$ cat src/rtl/logic_unit_pipe_pkg.sv
// rtl/logic_unit_pipe_pkg.sv - opcode encoding shared by the pipelined logic unit
// Purpose : opcode enumeration for logic_unit_pipe. It sits next to the ALU opcodes.
// Ports   : none (package)
package logic_unit_pipe_pkg;

   typedef enum logic [2:0] {
      LU_OP_AND  = 3'b000,
      LU_OP_OR   = 3'b001,
      LU_OP_NOR  = 3'b010,
      LU_OP_NAND = 3'b011,
      LU_OP_XOR  = 3'b100,
      LU_OP_XNOR = 3'b101,
      LU_OP_NOT  = 3'b110,
      LU_OP_PASS = 3'b111
   } lu_op_e;

endpackage

$ cat src/rtl/logic_unit_pipe_reduce_tree.sv
// rtl/logic_unit_pipe_reduce_tree.sv - balanced OR/XOR reduction tree
// Purpose : reduces a WIDTH-bit word to any_one (OR of all bits) and parity
//           (XOR of all bits) through LOG_W levels of two-input nodes.
// Ports   : d       in  WIDTH  word to reduce
//           any_one out 1      1 when any bit of d is set
//           parity  out 1      XOR of all bits of d
module logic_unit_pipe_reduce_tree #(
   parameter int WIDTH = 32,
   parameter int LOG_W = 5
) (
   input  logic [WIDTH-1:0] d,
   output logic             any_one,
   output logic             parity
);

   localparam int N = 1 << LOG_W;

   logic [N-1:0] or_lvl;
   logic [N-1:0] xor_lvl;

   // The word is zero-padded to a power of two; zeros are neutral for both OR and
   // XOR. Each level folds pairs (2i, 2i+1) into slot i, so the lower half is
   // rewritten in place and slot 0 holds the root after LOG_W levels.
   always_comb begin
      or_lvl             = '0;
      xor_lvl            = '0;
      or_lvl[WIDTH-1:0]  = d;
      xor_lvl[WIDTH-1:0] = d;
      for (int l = 0; l < LOG_W; l++) begin
         for (int i = 0; i < (N >> (l + 1)); i++) begin
            or_lvl[i]  = or_lvl[2*i]  | or_lvl[2*i+1];
            xor_lvl[i] = xor_lvl[2*i] ^ xor_lvl[2*i+1];
         end
      end
   end

   assign any_one = or_lvl[0];
   assign parity  = xor_lvl[0];

endmodule

$ cat src/rtl/logic_unit_pipe.sv
// rtl/logic_unit_pipe.sv - two-stage pipelined bitwise logic unit with ZERO/PARITY flags
// Purpose : applies one of eight bitwise ops (selected by OPC) to A/B. S1 registers
//           the raw result. S2 registers Y plus the ZERO and PARITY flags.
//           Valid/ready flow control gives 1 beat/cycle with 2-cycle latency.
// Ports   : CLK     in  1      rising-edge clock
//           RST     in  1      asynchronous active-high reset
//           IN_VLD  in  1      operand beat valid
//           IN_RDY  out 1      beat can be accepted this cycle
//           OPC     in  3      opcode, sampled with the beat
//           A, B    in  WIDTH  operands (B unused by NOT/PASS)
//           OUT_VLD out 1      result valid
//           OUT_RDY in  1      downstream accepts result
//           Y       out WIDTH  result
//           ZERO    out 1      Y == 0
//           PARITY  out 1      XOR of all bits of Y
module logic_unit_pipe
   import logic_unit_pipe_pkg::*;
#(
   parameter int WIDTH = 32,
   parameter int LOG_W = 5
) (
   input  logic             CLK,
   input  logic             RST,
   input  logic             IN_VLD,
   output logic             IN_RDY,
   input  logic [2:0]       OPC,
   input  logic [WIDTH-1:0] A,
   input  logic [WIDTH-1:0] B,
   output logic             OUT_VLD,
   input  logic             OUT_RDY,
   output logic [WIDTH-1:0] Y,
   output logic             ZERO,
   output logic             PARITY
);

   logic [WIDTH-1:0] r_and, r_or, r_nor, r_nand, r_xor, r_xnor, r_not, r_pass;
   logic [WIDTH-1:0] r_sel;
   logic [WIDTH-1:0] r1;
   logic             v1, v2;
   logic             rdy1, rdy2;
   logic             any_one, par1;

   // One gate of each kind per bit; the opcode then picks a column.
   for (genvar i = 0; i < WIDTH; i++) begin : g_bit
      and  u_and  (r_and[i],  A[i], B[i]);
      or   u_or   (r_or[i],   A[i], B[i]);
      nor  u_nor  (r_nor[i],  A[i], B[i]);
      nand u_nand (r_nand[i], A[i], B[i]);
      xor  u_xor  (r_xor[i],  A[i], B[i]);
      xnor u_xnor (r_xnor[i], A[i], B[i]);
      not  u_not  (r_not[i],  A[i]);
      buf  u_pass (r_pass[i], A[i]);
   end

   always_comb begin
      r_sel = r_pass;
      case (lu_op_e'(OPC))
         LU_OP_AND:  r_sel = r_and;
         LU_OP_OR:   r_sel = r_or;
         LU_OP_NOR:  r_sel = r_nor;
         LU_OP_NAND: r_sel = r_nand;
         LU_OP_XOR:  r_sel = r_xor;
         LU_OP_XNOR: r_sel = r_xnor;
         LU_OP_NOT:  r_sel = r_not;
         LU_OP_PASS: r_sel = r_pass;
         default:    r_sel = r_pass;
      endcase
   end

   // A stage may advance when it is empty or when the stage after it is advancing.
   // This lets a full pipe accept and retire in the same cycle.
   assign rdy2   = ~v2 | OUT_RDY;
   assign rdy1   = ~v1 | rdy2;
   assign IN_RDY = rdy1;

   always_ff @(posedge CLK or posedge RST) begin
      if (RST) begin
         v1 <= 1'b0;
         r1 <= '0;
      end else if (rdy1) begin
         v1 <= IN_VLD;
         if (IN_VLD) begin
            r1 <= r_sel;
         end
      end
   end

   logic_unit_pipe_reduce_tree #(
      .WIDTH (WIDTH),
      .LOG_W (LOG_W)
   ) u_reduce_tree (
      .d       (r1),
      .any_one (any_one),
      .parity  (par1)
   );

   // Output registers load only when a real beat moves in. They keep their reset
   // value (including ZERO=0) until the first result arrives.
   always_ff @(posedge CLK or posedge RST) begin
      if (RST) begin
         v2     <= 1'b0;
         Y      <= '0;
         ZERO   <= 1'b0;
         PARITY <= 1'b0;
      end else if (rdy2) begin
         v2 <= v1;
         if (v1) begin
            Y      <= r1;
            ZERO   <= ~any_one;
            PARITY <= par1;
         end
      end
   end

   assign OUT_VLD = v2;

endmodule

$ cat config.mk
export PLATFORM = sky130hd
export DESIGN_NAME = logic_unit_pipe
export DESIGN_NICKNAME = d
export VERILOG_FILES = /design/src/rtl/logic_unit_pipe_pkg.sv /design/src/rtl/logic_unit_pipe_reduce_tree.sv /design/src/rtl/logic_unit_pipe.sv
export SDC_FILE = /design/constraint.sdc
export NUM_CORES = 1
export LEC_CHECK = 0
export CORE_MARGIN = 1.5
export CORE_UTILIZATION = 45
export DETAILED_ROUTE_END_ITERATION = 12
export PLACE_DENSITY = 0.68
export SKIP_CTS_REPAIR_TIMING = 1
export SYNTH_ARGS = -nofsm -noshare
export SYNTH_HDL_FRONTEND = slang
export SYNTH_SLANG_ARGS = --single-unit
$ cat constraint.sdc
create_clock -name CLK -period 2.8 [get_ports CLK]
set_clock_uncertainty 0.05 [all_clocks]
set_input_delay 0.28 -clock CLK [delete_from_list [all_inputs] [get_ports CLK]]
set_output_delay 0.28 -clock CLK [all_outputs]
set_load 0.05 [all_outputs]
==> impl_metrics.env, run 1 <==
export IMPL_fmax_mhz=481.6
export IMPL_ant_nets=0
export IMPL_holdWs_ps=419.3
export IMPL_period_share_pct=74.15
export IMPL_syn_instance_count=651
export IMPL_fin_nets=879
export IMPL_maxCapViolations=0
export IMPL_slowest_stage="clkdlybuf4s50_1"
export IMPL_numCtsBuffers=9
export IMPL_hp_class="input pin to asynchronous set/reset pin"
export IMPL_root_buffer="clkbuf_16"
export IMPL_placed_cells=885
export IMPL_drv_slew=0
export IMPL_path_class="input pin to primary output"
export IMPL_drcViolationCount=0
export IMPL_status="complete, no violations"
export IMPL_grt_pass1_vias=5021
export IMPL_routedWlPerCell_microns=16.80
export IMPL_diodes=0
export IMPL_routed_via_count=5214
export IMPL_crit_chain="clkdlybuf4s50_1 > nand3b_1 > clkdlybuf4s50_1"
export IMPL_layout_common_cells="105 x clkdlybuf4s50_1, 96 x inv_1, 96 x o22ai_1"
export IMPL_peakVddDrop_uv=270.8
export IMPL_yosysWarnings=0
export IMPL_gp_congestion=0.8114
export IMPL_synth_seq_area_share_pct=30.29
export IMPL_drt_vias_per_instance=5.787
export IMPL_synth_area_per_cell_sq_um=8.630
export IMPL_drive_gt1_share_pct=9.959
export IMPL_n_fill_cell=1080
export IMPL_worst_ep_arrival_time_ps=1750
export IMPL_die_w_microns=114.7
export IMPL_end_kind="primary output"
export IMPL_cp_slowest_stage_delay_ps=830
export IMPL_clk_latency_ps=340
export IMPL_finalHoldViolations=0
export IMPL_leakage_nw=3.223
export IMPL_syn_to_final_growth_pct=25.90
export IMPL_io_pins=107
export IMPL_start_util_pct=46.38
export IMPL_clock_sinks=68
export IMPL_netlist_area_sq_mm=0.005618
export IMPL_max_slew_margin_pct=37.40
export IMPL_ys_ff_latch=68
export IMPL_cts_buffer_depth=2
export IMPL_wirelength_microns=15140
export IMPL_cts_tree="built"
export IMPL_timing_final_crit_period_ps=2076
export IMPL_start_kind="input pin"
export IMPL_final_common_cell="clkdlybuf4s50_1"
export IMPL_power_density_mw_per_mm2=650.7
export IMPL_path_common_cell="clkdlybuf4s50_1"
export IMPL_port_buffers=106
export IMPL_path_clk_slew_ps=60
export IMPL_die_y_microns=114.7
export IMPL_post_dp_hpwl_microns=10450
export IMPL_grt_overflow=0
export IMPL_drt_iter0_drc=509
export IMPL_rows=40
export IMPL_setup_slack_ps=723.7
export IMPL_antenna_found_initial=0
export IMPL_htreeDepth=3
export IMPL_grt_use_total_pct=23.37
export IMPL_setup_violations=0
export IMPL_cp_required_ps=2470
export IMPL_fin_setup_tns_ps=0
export IMPL_grt_max_degree=65
export IMPL_grt_pass1_wl_microns=23990
export IMPL_first_pass_iters=8
export IMPL_die_area_sq_mm=0.01316
export IMPL_postPlaceCellArea_sq_mm=0.006731
export IMPL_pre_cts_slack_ps=576.0
export IMPL_synth_cell_types=27
export IMPL_synth_nets=802
export IMPL_core_sq_mm=0.01211
export IMPL_worst_pin_slew_ps=935.7
export IMPL_postLayoutCellArea_sq_mm=0.007073
export IMPL_stdcell_count=901
export IMPL_cp_max_fo=3
export IMPL_rsz0062_at_grt="no"
[cell type report]
class / count / area [sq um] / area share [%]
multi-input combinational: 435 / 3277 / 46.33
sequential: 68 / 1702 / 24.06
timing repair buffer: 117 / 1179 / 16.66
inverter: 97 / 364.1 / 5.148
clock buffer: 10 / 229.0 / 3.237
tap: 168 / 210.2 / 2.972
clock inverter: 6 / 112.6 / 1.592
[state kept, by name, summed over array words and instances (netlist names)]
signal / cells
Y: 32
r1: 32
OUT_VLD: 1
PARITY: 1
ZERO: 1
v1: 1
[final timing paths]
kind,startpoint,endpoint,slack (ps),cells after the start
hold / removal,RST,r1[6],420,2
min in group CLK,Y[21],Y[21],430,2
max in group asynchronous,RST,r1[25],1620,3
hold reg to reg,Y[21],Y[21],430,2
setup / recovery,OUT_RDY,IN_RDY,720,3
setup reg to reg,r1[24],PARITY,940,7
[cells by family after synthesis]
group,synth area share [%]
AOI/OAI and AO/OA,25.19
DFF,30.29
adders and majority gates,17.82
xor gates and xnor gates,2.339
muxes,6.414
buffers and inverters,11.49
and+or+nand+nor,6.459
[metal layers]
layer / track usage [%] / part of all wire (%) / vias up / routed length [microns]
li1: - / - / 2478 / -
met5: 0 / 0 / - / 0
met4: 10.70 / 2.8 / 0 / 420
met1: 28.96 / 42 / 2465 / 6355
met3: 2.794 / 6.7 / 40 / 1011
met2: 40.92 / 49 / 231 / 7350
[synth_stat cells (all sizes together)]
cell type	number	area (sq um)
nand3b	1	7.510
dfrtp	68	1702
and2	1	6.260
nor2	33	123.9
a221oi	32	324.1
clkbuf	17	67.56
a21oi	32	160.2
o21ai	66	330.3
mux2	32	360.4
nand4	4	25.02
nand2b	5	46.30
or3	1	11.26
nand2	36	135.1
ha	80	1001
xnor2	13	113.9
or4	1	7.510
inv	97	364.1
buf	34	214.0
o22ai	96	600.6
xor2	2	17.52
[report_power, final]
group,total [mW],switching [mW],internal [mW]
Combinational,2.02,1.20,0.823
Sequential,1.27,0.0832,1.18
Clock,1.31,0.443,0.871
[through the flow]
step | total power [mW] | utilization, %
3_3_place_gp | 3.217 | 55.58
6_report | 4.602 | 58.40
4_1_cts | 4.613 | 58.40
3_5_place_dp | 3.297 | 55.58
5_1_grt | 4.862 | 58.40
2_1_floorplan | 2.676 | -
[critical path, delay by kind of cell]
| kind | cells | cell delay, ps |
|---|---|---|
| buffers and inverters | 2 | 1300 |
| and+or+nand+nor | 1 | 160 |
Power figures use the tool's default switching activity.
==> run 2, diff against run 1 <==
--- a/config.mk
+++ b/config.mk
@@ -8,7 +8,7 @@
 export CORE_MARGIN = 1.5
 export CORE_UTILIZATION = 45
 export DETAILED_ROUTE_END_ITERATION = 12
-export PLACE_DENSITY = 0.68
+export PLACE_DENSITY = 0.7
 export SKIP_CTS_REPAIR_TIMING = 1
 export SYNTH_ARGS = -nofsm -noshare
 export SYNTH_HDL_FRONTEND = slang
==> constraint.sdc (replaced) <==
create_clock -name CLK -period 1.8 [get_ports CLK]
set_clock_uncertainty 0.05 [all_clocks]
set_input_delay 0.18 -clock CLK [delete_from_list [all_inputs] [get_ports CLK]]
set_output_delay 0.18 -clock CLK [all_outputs]
set_load 0.05 [all_outputs]
==> run 2 against run 1 <==
  * Design area rose by 8.2%
  * Combinational power rose by 68%
  * Sequential cell count did not move
  * Clock-buffer cell count did not move
  * Via count rose by 3.7%
  * Die area did not move
  * First-iteration DRC count fell by 19%
  * Non-clock buffer count rose by 63
  * Cell count rose by 7.0%
  * Critical path type is now flop to primary output
  * Largest cell class unchanged
==> impl_metrics.env, run 2 (synthesis results as in run 1) <==
export IMPL_reg_top3="Y x32, r1 x32"
export IMPL_antenna_found_initial=0
export IMPL_drv_slew=0
export IMPL_slowest_stage="clkdlybuf4s50_1"
export IMPL_drt_vias_per_instance=5.610
export IMPL_root_buffer="clkbuf_16"
export IMPL_drive_gt1_share_pct=18.47
export IMPL_placed_cells=948
export IMPL_power_density_mw_per_mm2=965.7
export IMPL_maxCapViolations=0
export IMPL_postLayoutCellArea_sq_mm=0.007651
export IMPL_period_share_pct=96.95
export IMPL_numCtsBuffers=9
export IMPL_end_kind="primary output"
export IMPL_hp_class="input pin to asynchronous set/reset pin"
export IMPL_die_area_sq_mm=0.01316
export IMPL_max_slew_margin_pct=66.26
export IMPL_post_route_util_pct=63.17
export IMPL_wirelength_microns=15500
export IMPL_cp_num_buf_inv=1
export IMPL_io_pins=107
export IMPL_setup_slack_ps=54.86
export IMPL_grt_max_degree=69
export IMPL_start_kind="flop"
export IMPL_fin_nets=942
export IMPL_die_w_microns=114.7
export IMPL_worst_ep_arrival_time_ps=1520
export IMPL_leakage_nw=3.579
export IMPL_routedWlPerCell_microns=16.08
export IMPL_ant_nets=0
export IMPL_diodes=0
export IMPL_worst_pin_slew_ps=504.6
export IMPL_grt_use_total_pct=24.34
export IMPL_fmax_mhz=573.0
export IMPL_htreeDepth=3
export IMPL_cts_buffer_depth=2
export IMPL_cp_max_fo=2
export IMPL_multi_input_area_sq_mm=0.003277
export IMPL_postPlaceCellArea_sq_mm=0.007310
export IMPL_crit_family="buffers and inverters"
export IMPL_cp_slowest_stage_delay_ps=820
export IMPL_finalHoldViolations=0
export IMPL_timing_final_crit_period_ps=1745
export IMPL_setup_violations=0
export IMPL_drt_iter0_drc=411
export IMPL_start_util_pct=46.38
export IMPL_status="complete, no violations"
export IMPL_die_y_microns=114.7
export IMPL_path_class="flop to primary output"
export IMPL_layout_common_cells="96 x inv_1, 96 x o22ai_1, 95 x clkdlybuf4s50_1"
export IMPL_crit_chain="clkdlybuf4s50_1"
export IMPL_clk_latency_ps=330
export IMPL_fin_setup_tns_ps=0
export IMPL_core_sq_mm=0.01211
export IMPL_clock_sinks=68
export IMPL_n_fill_cell=1007
export IMPL_rows=40
export IMPL_grt_pass1_wl_microns=25070
export IMPL_seqCellArea_sq_mm=0.001703
export IMPL_gp_congestion=0.8947
export IMPL_post_dp_hpwl_microns=11460
export IMPL_routed_via_count=5408
export IMPL_pre_cts_slack_ps=-120.5
export IMPL_cp_required_ps=1570
export IMPL_first_pass_iters=6
export IMPL_path_clk_slew_ps=50
export IMPL_grt_pass1_vias=5246
export IMPL_port_buffers=106
export IMPL_drcViolationCount=0
export IMPL_peakVddDrop_uv=511.6
export IMPL_stdcell_count=964
export IMPL_grt_overflow=0
export IMPL_syn_to_final_growth_pct=36.19
export IMPL_rsz0062_at_grt="no"
export IMPL_cts_tree="built"
run 2: per-layer routing:
metal	track usage (%)	wire length [microns]	part of all wire, %
met2	40.24	7309	47
met4	9.630	337	2.2
met3	4.323	1123	7.2
met5	0	0	0
met1	31.89	6732	43
run 2: power by group:
group,switching [mW],internal (mW)
Sequential,0.140,1.84
Clock,0.662,1.36
Combinational,1.92,1.47
run 2: final timing paths:
path	from	to	slack (ps)	cells after the start
setup / recovery	Y[15]	Y[15]	50	1
hold / removal	RST	Y[3]	250	3
setup reg to reg	r1[17]	PARITY	110	7
hold reg to reg	Y[26]	Y[26]	430	2
max in group asynchronous	RST	OUT_VLD	1150	3
min in group CLK	OPC[1]	r1[10]	320	3
run 2: layout make-up:
| class | instances | share of cell area [%] |
|---|---|---|
| clock buffers | 10 | 2.993 |
| clock inverters | 6 | 1.472 |
| inverters | 97 | 4.808 |
| multi-input cells | 435 | 42.83 |
| flip-flops and latches | 68 | 22.26 |
| well taps | 168 | 2.747 |
| repair buffers | 180 | 22.89 |
run 2: through the flow:
step	hold slack [ps]	power, mW
after detailed placement	422.2	5.387
after floorplan	238.4	4.171
after CTS	262.2	7.415
final	245.0	7.388
after global routing	271.0	7.774
after global placement	415.3	5.288
